==> config.mk <==
export PLATFORM = sky130hd
export DESIGN_NAME = gnrc_stream_wrr_pkt_arbiter
export DESIGN_NICKNAME = d
export VERILOG_FILES = /design/src/rtl/gnrc_arb_pkg.sv /design/src/rtl/gnrc_rr_pick.sv /design/src/rtl/gnrc_stream_wrr_pkt_arbiter.sv
export SDC_FILE = /design/constraint.sdc
export NUM_CORES = 1
export LEC_CHECK = 0
export CAP_MARGIN = 25
export CORE_UTILIZATION = 52
export DETAILED_ROUTE_END_ITERATION = 10
export PLACE_DENSITY = 0.95
export SYNTH_ARGS = -nofsm -noshare
export SYNTH_HDL_FRONTEND = slang
export SYNTH_SLANG_ARGS = --single-unit
==> constraint.sdc <==
create_clock -name clk_i -period 5.6 [get_ports clk_i]
set_input_delay 0.84 -clock clk_i [delete_from_list [all_inputs] [get_ports clk_i]]
set_output_delay 0.84 -clock clk_i [all_outputs]
set_load 0.05 [all_outputs]
==> src/rtl/gnrc_arb_pkg.sv <==
// Shared types and sizing helpers for the generic stream arbiters.
package gnrc_arb_pkg;

  typedef enum logic {
    IDLE   = 1'b0,
    LOCKED = 1'b1
  } arb_state_e;

  // Index width for n requesters; a single requester still needs one bit.
  function automatic int arb_id_w(input int n);
    return (n > 1) ? $clog2(n) : 1;
  endfunction

endpackage

==> src/rtl/gnrc_rr_pick.sv <==
// Combinational rotating-priority picker: first set request at or after ptr,
// wrapping circularly through all N inputs.
module gnrc_rr_pick #(
  parameter int N    = 4,
  parameter int ID_W = (N > 1) ? $clog2(N) : 1
) (
  input  logic [N-1:0]    req,
  input  logic [ID_W-1:0] ptr,
  output logic [N-1:0]    onehot,
  output logic [ID_W-1:0] idx,
  output logic            any
);

  // Scan offsets from farthest to nearest so the nearest requester wins.
  always_comb begin
    idx = '0;
    any = 1'b0;
    for (int k = N - 1; k >= 0; k--) begin
      if (req[(int'(ptr) + k) % N]) begin
        idx = ID_W'((int'(ptr) + k) % N);
        any = 1'b1;
      end
    end
  end

  always_comb begin
    onehot = '0;
    if (any) begin
      onehot[idx] = 1'b1;
    end
  end

endmodule

==> src/rtl/gnrc_stream_wrr_pkt_arbiter.sv <==
// Packet-aware weighted round-robin arbiter: holds a grant for a whole packet
// and serves each input up to its programmed number of packets per turn.
module gnrc_stream_wrr_pkt_arbiter
  import gnrc_arb_pkg::*;
#(
  parameter int N        = 4,
  parameter int WEIGHT_W = 4,
  parameter int ID_W     = arb_id_w(N)
) (
  input  logic                  clk_i,
  input  logic                  rst_ni,
  input  logic                  flush_i,
  input  logic [N-1:0]          req_i,
  input  logic [N-1:0]          last_i,
  input  logic [N*WEIGHT_W-1:0] weight_i,
  input  logic                  ready_i,
  output logic [N-1:0]          gnt_o,
  output logic                  gnt_valid_o,
  output logic [ID_W-1:0]       gnt_id_o,
  output logic                  locked_o
);

  arb_state_e          state_q, state_d;
  logic [ID_W-1:0]     ptr_q, ptr_d;
  logic [WEIGHT_W-1:0] cnt_q, cnt_d;
  logic [ID_W-1:0]     lock_id_q, lock_id_d;

  logic [N-1:0]        pick_onehot;
  logic [ID_W-1:0]     pick_idx;
  logic                pick_any;

  logic [WEIGHT_W-1:0] weight_arr [N];
  logic [WEIGHT_W-1:0] w_sel, w_eff, cnt_inc, c_new;
  logic [ID_W-1:0]     ptr_after;
  logic                xfer, pend;

  for (genvar gi = 0; gi < N; gi++) begin : g_weight
    assign weight_arr[gi] = weight_i[gi*WEIGHT_W +: WEIGHT_W];
  end

  gnrc_rr_pick #(
    .N   (N),
    .ID_W(ID_W)
  ) u_pick (
    .req   (req_i),
    .ptr   (ptr_q),
    .onehot(pick_onehot),
    .idx   (pick_idx),
    .any   (pick_any)
  );

  // Grant depends only on state and requests, never on ready_i.
  always_comb begin
    gnt_o       = '0;
    gnt_valid_o = 1'b0;
    gnt_id_o    = '0;
    locked_o    = 1'b0;
    if (state_q == LOCKED) begin
      gnt_o[lock_id_q] = 1'b1;
      gnt_id_o         = lock_id_q;
      gnt_valid_o      = req_i[lock_id_q];
      locked_o         = 1'b1;
    end else if (pick_any) begin
      gnt_o       = pick_onehot;
      gnt_id_o    = pick_idx;
      gnt_valid_o = 1'b1;
    end
  end

  assign xfer = gnt_valid_o & ready_i;
  assign pend = xfer & last_i[gnt_id_o];

  // Quantum bookkeeping for whichever input is currently granted.
  always_comb begin
    w_sel     = weight_arr[gnt_id_o];
    w_eff     = (w_sel == '0) ? WEIGHT_W'(1) : w_sel;
    cnt_inc   = (cnt_q == '1) ? cnt_q : cnt_q + WEIGHT_W'(1);
    c_new     = (gnt_id_o == ptr_q) ? cnt_inc : WEIGHT_W'(1);
    ptr_after = (gnt_id_o == ID_W'(N - 1)) ? '0 : gnt_id_o + ID_W'(1);
  end

  always_comb begin
    state_d   = state_q;
    ptr_d     = ptr_q;
    cnt_d     = cnt_q;
    lock_id_d = lock_id_q;
    if (flush_i) begin
      state_d   = IDLE;
      ptr_d     = '0;
      cnt_d     = '0;
      lock_id_d = '0;
    end else begin
      case (state_q)
        IDLE: begin
          if (xfer && !pend) begin
            state_d   = LOCKED;
            lock_id_d = gnt_id_o;
          end
        end
        LOCKED: begin
          if (pend) begin
            state_d = IDLE;
          end
        end
        default: state_d = IDLE;
      endcase
      if (pend) begin
        if (c_new >= w_eff) begin
          ptr_d = ptr_after;
          cnt_d = '0;
        end else begin
          ptr_d = gnt_id_o;
          cnt_d = c_new;
        end
      end
    end
  end

  always_ff @(posedge clk_i or negedge rst_ni) begin
    if (!rst_ni) begin
      state_q   <= IDLE;
      ptr_q     <= '0;
      cnt_q     <= '0;
      lock_id_q <= '0;
    end else begin
      state_q   <= state_d;
      ptr_q     <= ptr_d;
      cnt_q     <= cnt_d;
      lock_id_q <= lock_id_d;
    end
  end

endmodule

# After elaboration in Yosys (flattened, before gate mapping)
# Cells that the tools add are included.
# classes
n_reduce_logical	11
add_sub_neg	5
n_bitwise	7
n_mux	54
n_lt_le_gt_ge	11
eq_ne	4
# ops
cell	n
4-bit 2-to-1 mux	10
2-bit 2-to-1 mux	13
1-bit 2-to-1 mux	21
1-bit binary-select mux with 2-bit select	6
2-bit by 3-bit less-than comparator with 1-bit output (second input constant)	4
3-bit by 4-bit less-than comparator with 1-bit output (second input constant)	3
4-bit binary-select mux with 2-bit select	1
2-bit OR reduction	3
2-bit by 1-bit adder with 2-bit output (second input constant)	2
2-bit adder (second input constant)	2
4-bit by 1-bit adder with 4-bit output (second input constant)	1
1-bit demux with 2-bit select	2
4-bit equality test (second input constant)	1
2-bit by 1-bit >= comparator with 1-bit output (second input constant)	2
4-bit >= comparator	1
4-bit logical NOT	1
2-bit nonzero test	2
1-bit AND (first input constant)	3
3-bit >= comparator (second input constant)	1
1-bit logical AND	3
2-bit inverter with 3-bit output	1
1-bit AND	2
2-bit equality test	1
2-bit equality test (second input constant)	1
5 further kinds	5
# totals
in_bits	28
out_inout_bits	8
word_cells	96
register_bits	9

# Longest topological paths before layout
# Gate-level depths: netlist of run 1.
# depth
depth_word	22
depth_mapped	15
depth_no_buf	13

# Cells and area by module
# From an unflattened synthesis of run 1, not the netlist that was laid out.
# unflattened
hier_cells	164
hier_area_um2	1208.7
# modules_own_cells
mod	area_per_inst_um2	seq_area_each_um2	cells_each	n_inst
gnrc_stream_wrr_pkt_arbiter	1032.2	225.2	136	1
gnrc_rr_pick	176.4	0.0	28	1

# Worst setup path before layout of run 1
# OpenSTA, ideal clock, no wires.
# synth_timing
kind	input to register
from	input port req_i[0]
to	register cnt_q[1]
t_arrival_ps	4067
setup_slack_ps	1446
stages	13
required_time_ps	5513
path_buffers	0
setup_time_ps	87
path_cell_list	nor2b_1 -> nor4b_2 -> nor3_1 -> inv_1 -> mux4_2 -> a31o_1 -> ha_1 -> nand2b_1 -> a21oi_1 -> o21bai_1 -> a211oi_1 -> or3b_1 -> o211ai_1
# synth_between
elab_chain_len	19
elab_cells_between_ends	42
classes_between	order compare: 1; eq/ne: 1; mux: 35; bitwise: 3; reduce/logical: 2
# synth_rtl
element	line	rtl
start: declaration	gnrc_stream_wrr_pkt_arbiter.sv:13	input logic [N-1:0] req_i,
1-bit binary-select mux with 2-bit select	gnrc_rr_pick.sv:19	if (req[(int'(ptr) + k) % N]) begin
1-bit 2-to-1 mux (implied by the code) (2 in a row)	gnrc_rr_pick.sv:19	
2-bit 2-to-1 mux / 1-bit 2-to-1 mux (equally long branches) (4 in a row)	gnrc_rr_pick.sv:19	
2-bit 2-to-1 mux (*)	gnrc_stream_wrr_pkt_arbiter.sv:63	end else if (pick_any) begin
2-bit 2-to-1 mux (*)	gnrc_stream_wrr_pkt_arbiter.sv:58	if (state_q == LOCKED) begin
via gnt_id_o[0]	gnrc_stream_wrr_pkt_arbiter.sv:19	output logic [ID_W-1:0] gnt_id_o,
2-bit inverter with 3-bit output (implied by the code)	gnrc_stream_wrr_pkt_arbiter.sv:75	w_sel = weight_arr[gnt_id_o];
4-bit binary-select mux with 2-bit select	gnrc_stream_wrr_pkt_arbiter.sv:75	
4-bit 2-to-1 mux (implied by the code) (2 in a row)	gnrc_stream_wrr_pkt_arbiter.sv:75	
4-bit logical NOT	gnrc_stream_wrr_pkt_arbiter.sv:76	w_eff = (w_sel == '0) ? WEIGHT_W'(1) : w_sel;
4-bit 2-to-1 mux	gnrc_stream_wrr_pkt_arbiter.sv:76	
4-bit >= comparator	gnrc_stream_wrr_pkt_arbiter.sv:108	if (c_new >= w_eff) begin
4-bit 2-to-1 mux	gnrc_stream_wrr_pkt_arbiter.sv:108	
4-bit 2-to-1 mux	gnrc_stream_wrr_pkt_arbiter.sv:107	if (pend) begin
4-bit 2-to-1 mux	gnrc_stream_wrr_pkt_arbiter.sv:87	if (flush_i) begin
end signal: assignment	gnrc_stream_wrr_pkt_arbiter.sv:128	cnt_q <= cnt_d;
end: declaration	gnrc_stream_wrr_pkt_arbiter.sv:25	logic [WEIGHT_W-1:0] cnt_q, cnt_d;
# Mark *: on every way through the listed nets, which the timed path passes. The rest lies on a longest branch. The select of a mux whose other input is x is not followed.
# A chain may end at the register's enable or synchronous reset.

# Worst setup path after layout of run 1
# layout_timing
from	input port req_i[0]
to	register cnt_q[2]
# layout_between
elab_chain_len	19
elab_cells_between_ends	42
classes_between	order compare: 1; eq/ne: 1; mux: 35; bitwise: 3; reduce/logical: 2
# layout_rtl
element	line
1-bit binary-select mux with 2-bit select	gnrc_rr_pick.sv:19
1-bit 2-to-1 mux (implied by the code) (2 in a row)	gnrc_rr_pick.sv:19
2-bit 2-to-1 mux / 1-bit 2-to-1 mux (equally long branches) (4 in a row)	gnrc_rr_pick.sv:19
2-bit 2-to-1 mux	gnrc_stream_wrr_pkt_arbiter.sv:63
2-bit 2-to-1 mux	gnrc_stream_wrr_pkt_arbiter.sv:58
2-bit inverter with 3-bit output (implied by the code)	gnrc_stream_wrr_pkt_arbiter.sv:75
4-bit binary-select mux with 2-bit select	gnrc_stream_wrr_pkt_arbiter.sv:75
4-bit 2-to-1 mux (implied by the code) (2 in a row)	gnrc_stream_wrr_pkt_arbiter.sv:75
4-bit logical NOT	gnrc_stream_wrr_pkt_arbiter.sv:76
4-bit 2-to-1 mux	gnrc_stream_wrr_pkt_arbiter.sv:76
4-bit >= comparator	gnrc_stream_wrr_pkt_arbiter.sv:108
4-bit 2-to-1 mux	gnrc_stream_wrr_pkt_arbiter.sv:108
4-bit 2-to-1 mux	gnrc_stream_wrr_pkt_arbiter.sv:107
4-bit 2-to-1 mux	gnrc_stream_wrr_pkt_arbiter.sv:87
# Parallel ways exist; a longest one is shown, timed or not. The select of a mux whose other input is x is not followed.

==> flow_summary.toml, run 1 <==
[outcome]
status = "complete, no violations"

[synthesis]
synth_edf_count = 0
synth_seq_cells = 9
synth_nets = 186
yosys-top-cells-area = "dfrtp_1 (18%), ha_1 (4.9%), mux2i_1 (4.7%)"
synthSimpleGateAreaFrac = 0.2629
synth_cell_type_count = 58
synthAdderAreaFrac = 0.04869
ys_warn_count = 0
synth_ff_type = "dfrtp_1"
synthesis.area_um2 = 1285
yosysTopAreaCell = "dfrtp_1"
synthMuxAreaShare = 0.1256
synth_compound_area_frac = 0.3272
synthTopCellsByCount = "nand2_1 (16), dfrtp_1 (9), nor2_1 (9)"
synth-async-reset-ratio = 1.000
synthXorXnorAreaFrac = 0.006816
synthMostInstantiatedCell = "nand2_1"
synth.avg_cell_area_um2 = 8.399
seq_area_frac_synth = 0.1753
syn_inst = 153
synth_top_family_by_area = "compound AO/OA/AOI/OAI gates"
synth_top_area_frac = 0.1753

[worst_setup_path]
crit_cells = 15
cpLargestDelayFamily = "compound AO/OA/AOI/OAI gates"
ff2ff_path_depth = 14
critPathMaxFanout = 11
cp-start-kind = "input pin"
cp.arrival_ns = 4.84
critPathBufInv = 3
slowest_delay_ns = 0.52
crit_chain = "clkdlybuf4s50_1 > nor2b_1 > nor4b_2 > nor3_1 > buf_4 > inv_1 > mux4_2 > a31o_1 > ha_1 > nand2b_1 > a21oi_1 > o21bai_1 > a211oi_1 > o211ai_1 > o311ai_2"
required_ns = 5.76
critPathCaptureType = "flop"
cpMaxStageDelayCell = "mux4_2"
path_class = "input pin to flop"

[power]
vdd_ir_drop_max_v = 0.0002200
switchingPower_w = 0.0001448
p_int_w = 0.0001818
p_clk_frac = 0.154
p_leak_nw = 0.6526
power_frac_comb = 0.607
seq_power_share = 0.239
switching_share = 0.4434
power_density_nw_per_um2 = 195.8

[route]
drt-wirelength-per-cell_um = 16.81
drtAntennaViolNets = 0
routed_wirelength_um = 3597
first_iter_violations = 35
viasPerCell = 6.537
drc = 0
drtPass1Iterations = 4
route.vias.total = 1399

[global_route]
antenna_found_initial = 0
grt-ovfl-total = 0
grt_pass1_wl_um = 6078
grt_pass1_vias = 1408
grt_start_max_net_pins = 12
grt_use_total = 0.3014

[sta]
finalSetupViolCount = 0
final.setup.tns_ns = 0
rsz0062_at_grt = "no"
slew-limit-headroom = 0.4592
max_freq_mhz = 213.5
timing.final.crit_share = 0.8364
worst_pin_slew_ns = 0.8064
slew_viol_final = 0
period_minus_slack_ns = 4.684
hold_violations = 0
clock_skew_ns = 0.003529

[floorplanning]
die_h_um = 51.71
fp.dieW_um = 51.71
initial_core_util = 0.5646
core_area_um2 = 2276
rows = 17
dieArea_um2 = 2674
io_pins = 36

[clock_tree]
path_clk_slew_ns = 0.06
post_cts_resized = 0
htreeDepth = 1
clockBufferDepth = 2
cts_tree = "yes"
ctsHoldBuffers = 0
clk_latency_ns = 0.26
cts.sinks = 9
cts-root-buf = "clkbuf_4"
cts_made_buffers = 3
post_cts_buffers = 0

[final_layout]
layout-drive-gt1-share = 0.1183
fin_area_um2 = 1668
n_antenna_cell = 0
final_nets = 220
syn_to_final_growth_pct = 29.80

[hold_path]
hold_class = "flop to flop"
hold_depth = 2

[place]
dp_hpwl_um = 2968
portBuffers = 35
placed_cell_area_um2 = 1642
gp_congestion = 0.9522

[flow_run]
max_cap_viol_count = 0
-- worst register-to-register path: stages, from the launching register on --
cell,delay [ns]
dfrtp_1,0.50
nand2b_1,0.21
nor4_2,0.39
nor3_1,0.11
buf_4,0.21
inv_1,0.13
mux4_2,0.52
a31o_1,0.20
ha_1,0.26
nand2b_1,0.14
a21oi_1,0.18
o21bai_1,0.10
a211oi_1,0.43
o211ai_1,0.22
o311ai_2,0.28
-- cell families (layout without fill, tap and decap cells) --
family / count (synthesis) / in the layout
multiplexers: 13 / 13
adder cells (fa/ha/maj): 5 / 5
AO/OA/AOI/OAI: 50 / 50
AND/OR/NAND/NOR: 60 / 60
flip-flops: 9 / 9
XOR/XNOR: 1 / 1
buffers and inverters: 15 / 48
-- layout make-up --
| cell class | instances | area (µm²) |
|---|---|---|
| clock buffer | 4 | 26.28 |
| fill | 169 | 608.1 |
| inverter | 8 | 32.53 |
| multi-input combinational | 129 | 991.0 |
| sequential | 9 | 225.2 |
| tap | 28 | 35.03 |
| timing repair buffer | 36 | 357.8 |
-- registers in the layout (all words and copies together), names as in the netlist --
register,count
cnt_q,4
lock_id_q,2
state_q,1
ptr_q,2
-- worst paths after layout --
path	slack (ns)	start	to
setup / recovery	0.92	req_i[0]	cnt_q[2]$_DFFE_PN0P_
hold / removal	0.67	ptr_q[1]$_DFFE_PN0P_	ptr_q[1]$_DFFE_PN0P_
setup reg to reg	1.61	state_q$_DFF_PN0_	cnt_q[2]$_DFFE_PN0P_
hold reg to reg	0.67	ptr_q[1]$_DFFE_PN0P_	ptr_q[1]$_DFFE_PN0P_
max in group asynchronous	4.45	rst_ni	cnt_q[1]$_DFFE_PN0P_
min in group asynchronous	0.87	rst_ni	cnt_q[2]$_DFFE_PN0P_
-- metal layers --
layer | up-vias | track usage | wire, µm
met5 | - | 0 | 0
met4 | 0 | 0.08108 | 72
met3 | 10 | 0.06140 | 147
met2 | 53 | 0.5390 | 1856
met1 | 675 | 0.3630 | 1521
li1 | 661 | - | -
-- cell usage in the layout (no fill, tap or decap), types with 2 or more instances in the layout --
master,n
clkdlybuf4s50_1,35
nand2_1,16
nor2_1,9
dfrtp_1,9
a21oi_1,8
inv_1,7
o31ai_1,6
mux2i_1,6
nor3_1,5
nand3_1,5
ha_1,5
nor2b_1,4
and2_1,4
mux2_2,4
a211oi_1,4
a211o_1,3
a31o_1,3
o21ai_0,3
o21a_1,3
clkbuf_4,3
o21ai_1,2
nand2b_1,2
or4_1,2
mux4_2,2
o32ai_1,2
o211ai_1,2
-- power by group through the flow --
stage,Clock (W),Sequential (W),Combinational (W)
after floorplan,0,0.0000768,0.000140
after global placement,0,0.0000786,0.000191
after detailed placement,0,0.0000790,0.000196
after CTS,0.0000519,0.0000777,0.000197
after global routing,0.0000561,0.0000790,0.000215
final,0.0000502,0.0000780,0.000198
-- metrics by stage --
| step | utilization | setup WS [ns] | power (W) | hold WS [ns] | instances |
|---|---|---|---|---|---|
| final | 0.7328 | 0.9164 | 0.0003266 | 0.6725 | 214 |
| after CTS | 0.7328 | 0.9677 | 0.0003265 | 0.6630 | 214 |
| after global placement | 0.7213 | 0.8934 | 0.0002692 | 0.6303 | 210 |
| after floorplan | - | 1.446 | 0.0002166 | 0.5444 | 153 |
| after detailed placement | 0.7213 | 0.6857 | 0.0002752 | 0.6460 | 210 |
| after global routing | 0.7328 | 0.5908 | 0.0003497 | 0.7006 | 214 |
(Power assumes the default switching activity.)
==> inputs of run 2 (changes only) <==
--- a/config.mk
+++ b/config.mk
@@ -6,9 +6,9 @@
 export NUM_CORES = 1
 export LEC_CHECK = 0
 export CAP_MARGIN = 25
-export CORE_UTILIZATION = 52
+export CORE_UTILIZATION = 44
 export DETAILED_ROUTE_END_ITERATION = 10
-export PLACE_DENSITY = 0.95
+export PLACE_DENSITY = 0.89
 export SYNTH_ARGS = -nofsm -noshare
 export SYNTH_HDL_FRONTEND = slang
 export SYNTH_SLANG_ARGS = --single-unit
==> constraint.sdc (replaced) <==
create_clock -name clk_i -period 4.3 [get_ports clk_i]
set_input_delay 0.645 -clock clk_i [delete_from_list [all_inputs] [get_ports clk_i]]
set_output_delay 0.645 -clock clk_i [all_outputs]
set_load 0.05 [all_outputs]
==> flow_summary.toml, run 2 (synthesis gave the netlist of run 1 again) <==
[route]
first_iter_violations = 61
drtPass1Iterations = 5
wl_met2_um = 2017
drc = 0
drt-wirelength-per-cell_um = 16.81
route.vias.total = 1421
routed.top_layer = "met4"
drtAntennaViolNets = 0
routed_wirelength_um = 3798
m1WireLength_um = 1497
viasPerCell = 6.288
wl_met3_um = 172

[clock_tree]
cts-root-buf = "clkbuf_4"
ctsHoldBuffers = 0
cts.sinks = 9
htreeDepth = 1
clk_latency_ns = 0.26
clockBufferDepth = 2
cts_made_buffers = 3
path_clk_slew_ns = 0.06
cts_tree = "yes"

[worst_setup_path]
cp-start-kind = "input pin"
path_class = "input pin to flop"
critPathMaxFanout = 7
cp.arrival_ns = 4.35
critPathCaptureType = "flop"
required_ns = 4.45

[final_layout]
final_util = 0.6316
top_register = "cnt_q"
fillers = 241
syn_to_final_growth_pct = 35.54
largest_register_ffs = 4
stdcell_count = 226
n_antenna_cell = 0
reg.largest.list = "cnt_q x4, lock_id_q x2, ptr_q x2"
mostFrequentLayoutCells = "clkdlybuf4s50_1 (34), nand2_1 (16), buf_4 (11)"
final_common_cell = "clkdlybuf4s50_1"
layout-drive-gt1-share = 0.1692
final_nets = 229

[sta]
final.setup.tns_ns = 0
fin_hold_ws_ns = 0.6852
finalSetupViolCount = 0
timing.final.crit_share = 0.9768
slew-limit-headroom = 0.4456
max_freq_mhz = 238.1
clock_skew_ns = 0.006542
slew_viol_final = 0
hold_violations = 0
worst_pin_slew_ns = 0.8266
period_minus_slack_ns = 4.200

[power]
p_leak_nw = 0.6986
power_density_nw_per_um2 = 255.2
vdd_ir_drop_max_v = 0.0002108

[place]
dp_hpwl_um = 3072
place_inst = 222
portBuffers = 35
gp_congestion = 0.9340

[floorplanning]
rows = 19
fp.dieW_um = 56.04
dieArea_um2 = 3140
io_pins = 36
die_h_um = 56.04
initial_core_util = 0.4660
core_area_um2 = 2758

[global_route]
grt_start_max_net_pins = 12
grt_use_total = 0.2439
antenna_found_initial = 0
grt_pass1_vias = 1415
grt-ovfl-total = 0
grt_pass1_wl_um = 6223

[hold_path]
hold_class = "input pin to async pin"

[outcome]
status = "complete, no violations"

[flow_run]
max_cap_viol_count = 0
run 2: report_power, final:
part,switching (W),leakage (nW),internal [W],total [W]
combinational,0.000155,0.560,0.000123,0.000278
sequential,0.0000115,0.123,0.0000901,0.000102
clock,0.0000290,0.0150,0.0000357,0.0000648
total,0.000195,0.699,0.000249,0.000444
run 2: per-stage QoR:
stage | total power [W] | setup WS [ns] | cell area, µm²
after floorplan | 0.0002821 | 0.2933 | 1285
after global placement | 0.0003656 | 0.03549 | 1710
after detailed placement | 0.0003756 | -0.1533 | 1710
after CTS | 0.0004412 | 0.1225 | 1737
after global routing | 0.0004707 | -0.01947 | 1742
final | 0.0004445 | 0.09994 | 1742
run 2: routing by layer:
| metal | vias up | GRT usage |
|---|---|---|
| li1 | 679 | - |
| met1 | 664 | 0.2886 |
| met2 | 60 | 0.4473 |
| met3 | 18 | 0.03256 |
| met4 | 0 | 0.08362 |
| met5 | - | 0 |
run 2: final cells by class:
type                       instances  area (µm²)  area share
multi-input combinational        129       996.0      0.5718
tap                               31       38.79     0.02227
timing repair buffer              45       422.9      0.2428
clock buffer                       4       26.28     0.01509
inverter                           8       32.53     0.01868
sequential                         9       225.2      0.1293
run 2: worst paths after layout:
path / from / end / slack, ns / cells after the start
min in group clk_i: ptr_q[1]$_DFFE_PN0P_ / ptr_q[1]$_DFFE_PN0P_ / 0.70 / 2
worst max register to register: ptr_q[0]$_DFFE_PN0P_ / cnt_q[2]$_DFFE_PN0P_ / 0.69 / 14
worst min register to register: ptr_q[1]$_DFFE_PN0P_ / ptr_q[1]$_DFFE_PN0P_ / 0.70 / 2
max in group asynchronous: rst_ni / state_q$_DFF_PN0_ / 3.32 / 1
worst min-delay path: rst_ni / ptr_q[0]$_DFFE_PN0P_ / 0.69 / 1
worst max-delay path: req_i[0] / cnt_q[2]$_DFFE_PN0P_ / 0.1 / 13
run 2: timing repair:
item	4_1_cts	5_1_grt
endpoints found under the setup margin	0	2
resized for setup	0	1
buffers inserted	0	0
run 2: critical path, stage by stage:
cell and delay, ns:
clkdlybuf4s50_1 0.48, or4_4 0.51, and2_4 0.19, a31oi_4 0.33, mux2_2 0.40, a31o_1 0.23, ha_1 0.26, nand2b_1 0.13
a21oi_1 0.19, o21bai_1 0.13, a211oi_2 0.36, o211ai_1 0.20, o311ai_2 0.29
==> inputs of run 3 (changes only) <==
--- a/config.mk
+++ b/config.mk
@@ -8,6 +8,7 @@
 export CAP_MARGIN = 25
 export CORE_UTILIZATION = 44
 export DETAILED_ROUTE_END_ITERATION = 10
+export GPL_ROUTABILITY_DRIVEN = 0
 export PLACE_DENSITY = 0.89
 export SYNTH_ARGS = -nofsm -noshare
 export SYNTH_HDL_FRONTEND = slang
==> flow_summary.toml, run 3 (synthesis gave the netlist of run 1 again) <==
[sta]
hold_violations = 0
slew_viol_final = 0
rsz0062_at_grt = "no"
period_minus_slack_ns = 4.193
slew-limit-headroom = 0.4259
clock_skew_ns = 0.003503
timing.final.crit_share = 0.9750
worst_pin_slew_ns = 0.8560
max_freq_mhz = 238.5
finalSetupViolCount = 0
fin_hold_ws_ns = 0.6712

[power]
switching_share = 0.4418
vdd_ir_drop_max_v = 0.0001826
finalPower_w = 0.0004469
power_density_nw_per_um2 = 256.2
p_clk_frac = 0.148
p_int_w = 0.0002495
seq_power_share = 0.227
switchingPower_w = 0.0001974
power_frac_comb = 0.625
p_leak_nw = 0.6986

[floorplanning]
io_pins = 36
die_h_um = 56.04
initial_core_util = 0.4660
rows = 19
dieArea_um2 = 3140
core_area_um2 = 2758
fp.dieW_um = 56.04

[final_layout]
mostFrequentLayoutCells = "clkdlybuf4s50_1 (34), nand2_1 (16), buf_4 (11)"
n_antenna_cell = 0
final_util = 0.6325
final_common_cell = "clkdlybuf4s50_1"
layout-drive-gt1-share = 0.1744
syn_to_final_growth_pct = 35.73
final_nets = 229
reg.largest.list = "cnt_q x4, lock_id_q x2, ptr_q x2"
stdcell_count = 226
largest_register_ffs = 4
fillers = 245
top_register = "cnt_q"

[global_route]
grt_pass1_vias = 1399
grt_start_max_net_pins = 12
grt_use_total = 0.2338
grt-ovfl-total = 0
grt_pass1_wl_um = 5975
antenna_found_initial = 0

[clock_tree]
cts-root-buf = "clkbuf_4"
cts_tree = "yes"
post_cts_buffers = 0
clk_latency_ns = 0.26
clockBufferDepth = 2
cts_made_buffers = 3
cts.sinks = 9
path_clk_slew_ns = 0.06
htreeDepth = 1

[route]
drtAntennaViolNets = 0
drtPass1Iterations = 4
route.vias.total = 1443
drc = 0
drt-wirelength-per-cell_um = 16.46
first_iter_violations = 95
viasPerCell = 6.385
routed_wirelength_um = 3721

[place]
place_inst = 222
portBuffers = 35
dp_hpwl_um = 2988

[flow_run]
max_cap_viol_count = 0

[worst_setup_path]
crit_chain = "clkdlybuf4s50_1 > or4_4 > and2_4 > a31oi_4 > mux2_2 > a31o_1 > ha_1 > nand2b_1 > a21oi_1 > o21bai_1 > a211oi_2 > or3b_1 > o211ai_1"
critPathCaptureType = "flop"
slowest_delay_ns = 0.54
critPathMaxFanout = 7
required_ns = 4.47
path_class = "input pin to flop"
cpMaxStageDelayCell = "or4_4"
cp-start-kind = "input pin"
cp.arrival_ns = 4.36

[outcome]
status = "complete, no violations"

[hold_path]
hold_class = "flop to flop"
[run 3: per-layer routing]
layer | global-route usage | routed length [µm]
met3 | 0.03023 | 232
met4 | 0.07666 | 77
met1 | 0.2803 | 1421
met5 | 0 | 0
met2 | 0.4269 | 1989
[run 3: per-stage QoR]
stage	cell area, µm²	setup TNS, ns	setup WS (ns)
6_report	1744	0	0.1073
3_3_place_gp	1710	0	0.03773
2_1_floorplan	1285	0	0.2933
4_1_cts	1737	0	0.1063
3_5_place_dp	1710	-0.2683	-0.1430
5_1_grt	1744	0	0.03396
[run 3: final cells by class]
cell class / instances / area (µm²) / area share
timing repair buffer: 45 / 422.9 / 0.2425
multi-input combinational: 129 / 998.5 / 0.5725
clock buffer: 4 / 26.28 / 0.01506
inverter: 8 / 32.53 / 0.01865
tap: 31 / 38.79 / 0.02224
sequential: 9 / 225.2 / 0.1291
[run 3: worst max-delay path: cells and delay by family]
kind	cells	cell delay, ns
adders and majority gates	1	0.26
muxes	1	0.40
and+or+nand+nor	4	1.25
buffers and inverters	1	0.46
AOI/OAI and AO/OA	6	1.32
[run 3: worst paths after layout]
check | start | to | slack [ns] | cells past startpoint
setup / recovery | req_i[2] | cnt_q[1]$_DFFE_PN0P_ | 0.11 | 13
hold / removal | cnt_q[2]$_DFFE_PN0P_ | cnt_q[2]$_DFFE_PN0P_ | 0.67 | 1
setup reg to reg | state_q$_DFF_PN0_ | cnt_q[1]$_DFFE_PN0P_ | 0.70 | 14
hold reg to reg | cnt_q[2]$_DFFE_PN0P_ | cnt_q[2]$_DFFE_PN0P_ | 0.67 | 1
max in group asynchronous | rst_ni | lock_id_q[1]$_DFFE_PN0P_ | 3.33 | 1
min in group asynchronous | rst_ni | ptr_q[0]$_DFFE_PN0P_ | 0.68 | 1
[run 3: power by group through the flow]
| stage | clock [W] | combinational (W) | sequential [W] |
|---|---|---|---|
| 6_report | 0.0000661 | 0.000279 | 0.000101 |
| 2_1_floorplan | 0 | 0.000182 | 0.000100 |
| 4_1_cts | 0.0000665 | 0.000274 | 0.000101 |
| 3_3_place_gp | 0 | 0.000263 | 0.000102 |
| 3_5_place_dp | 0 | 0.000273 | 0.000103 |
| 5_1_grt | 0.0000740 | 0.000297 | 0.000103 |
[run 3: repair_timing]
item,CTS,global route
setup endpoints to repair,0,2
resized for setup,0,2
hold buffers,0,0
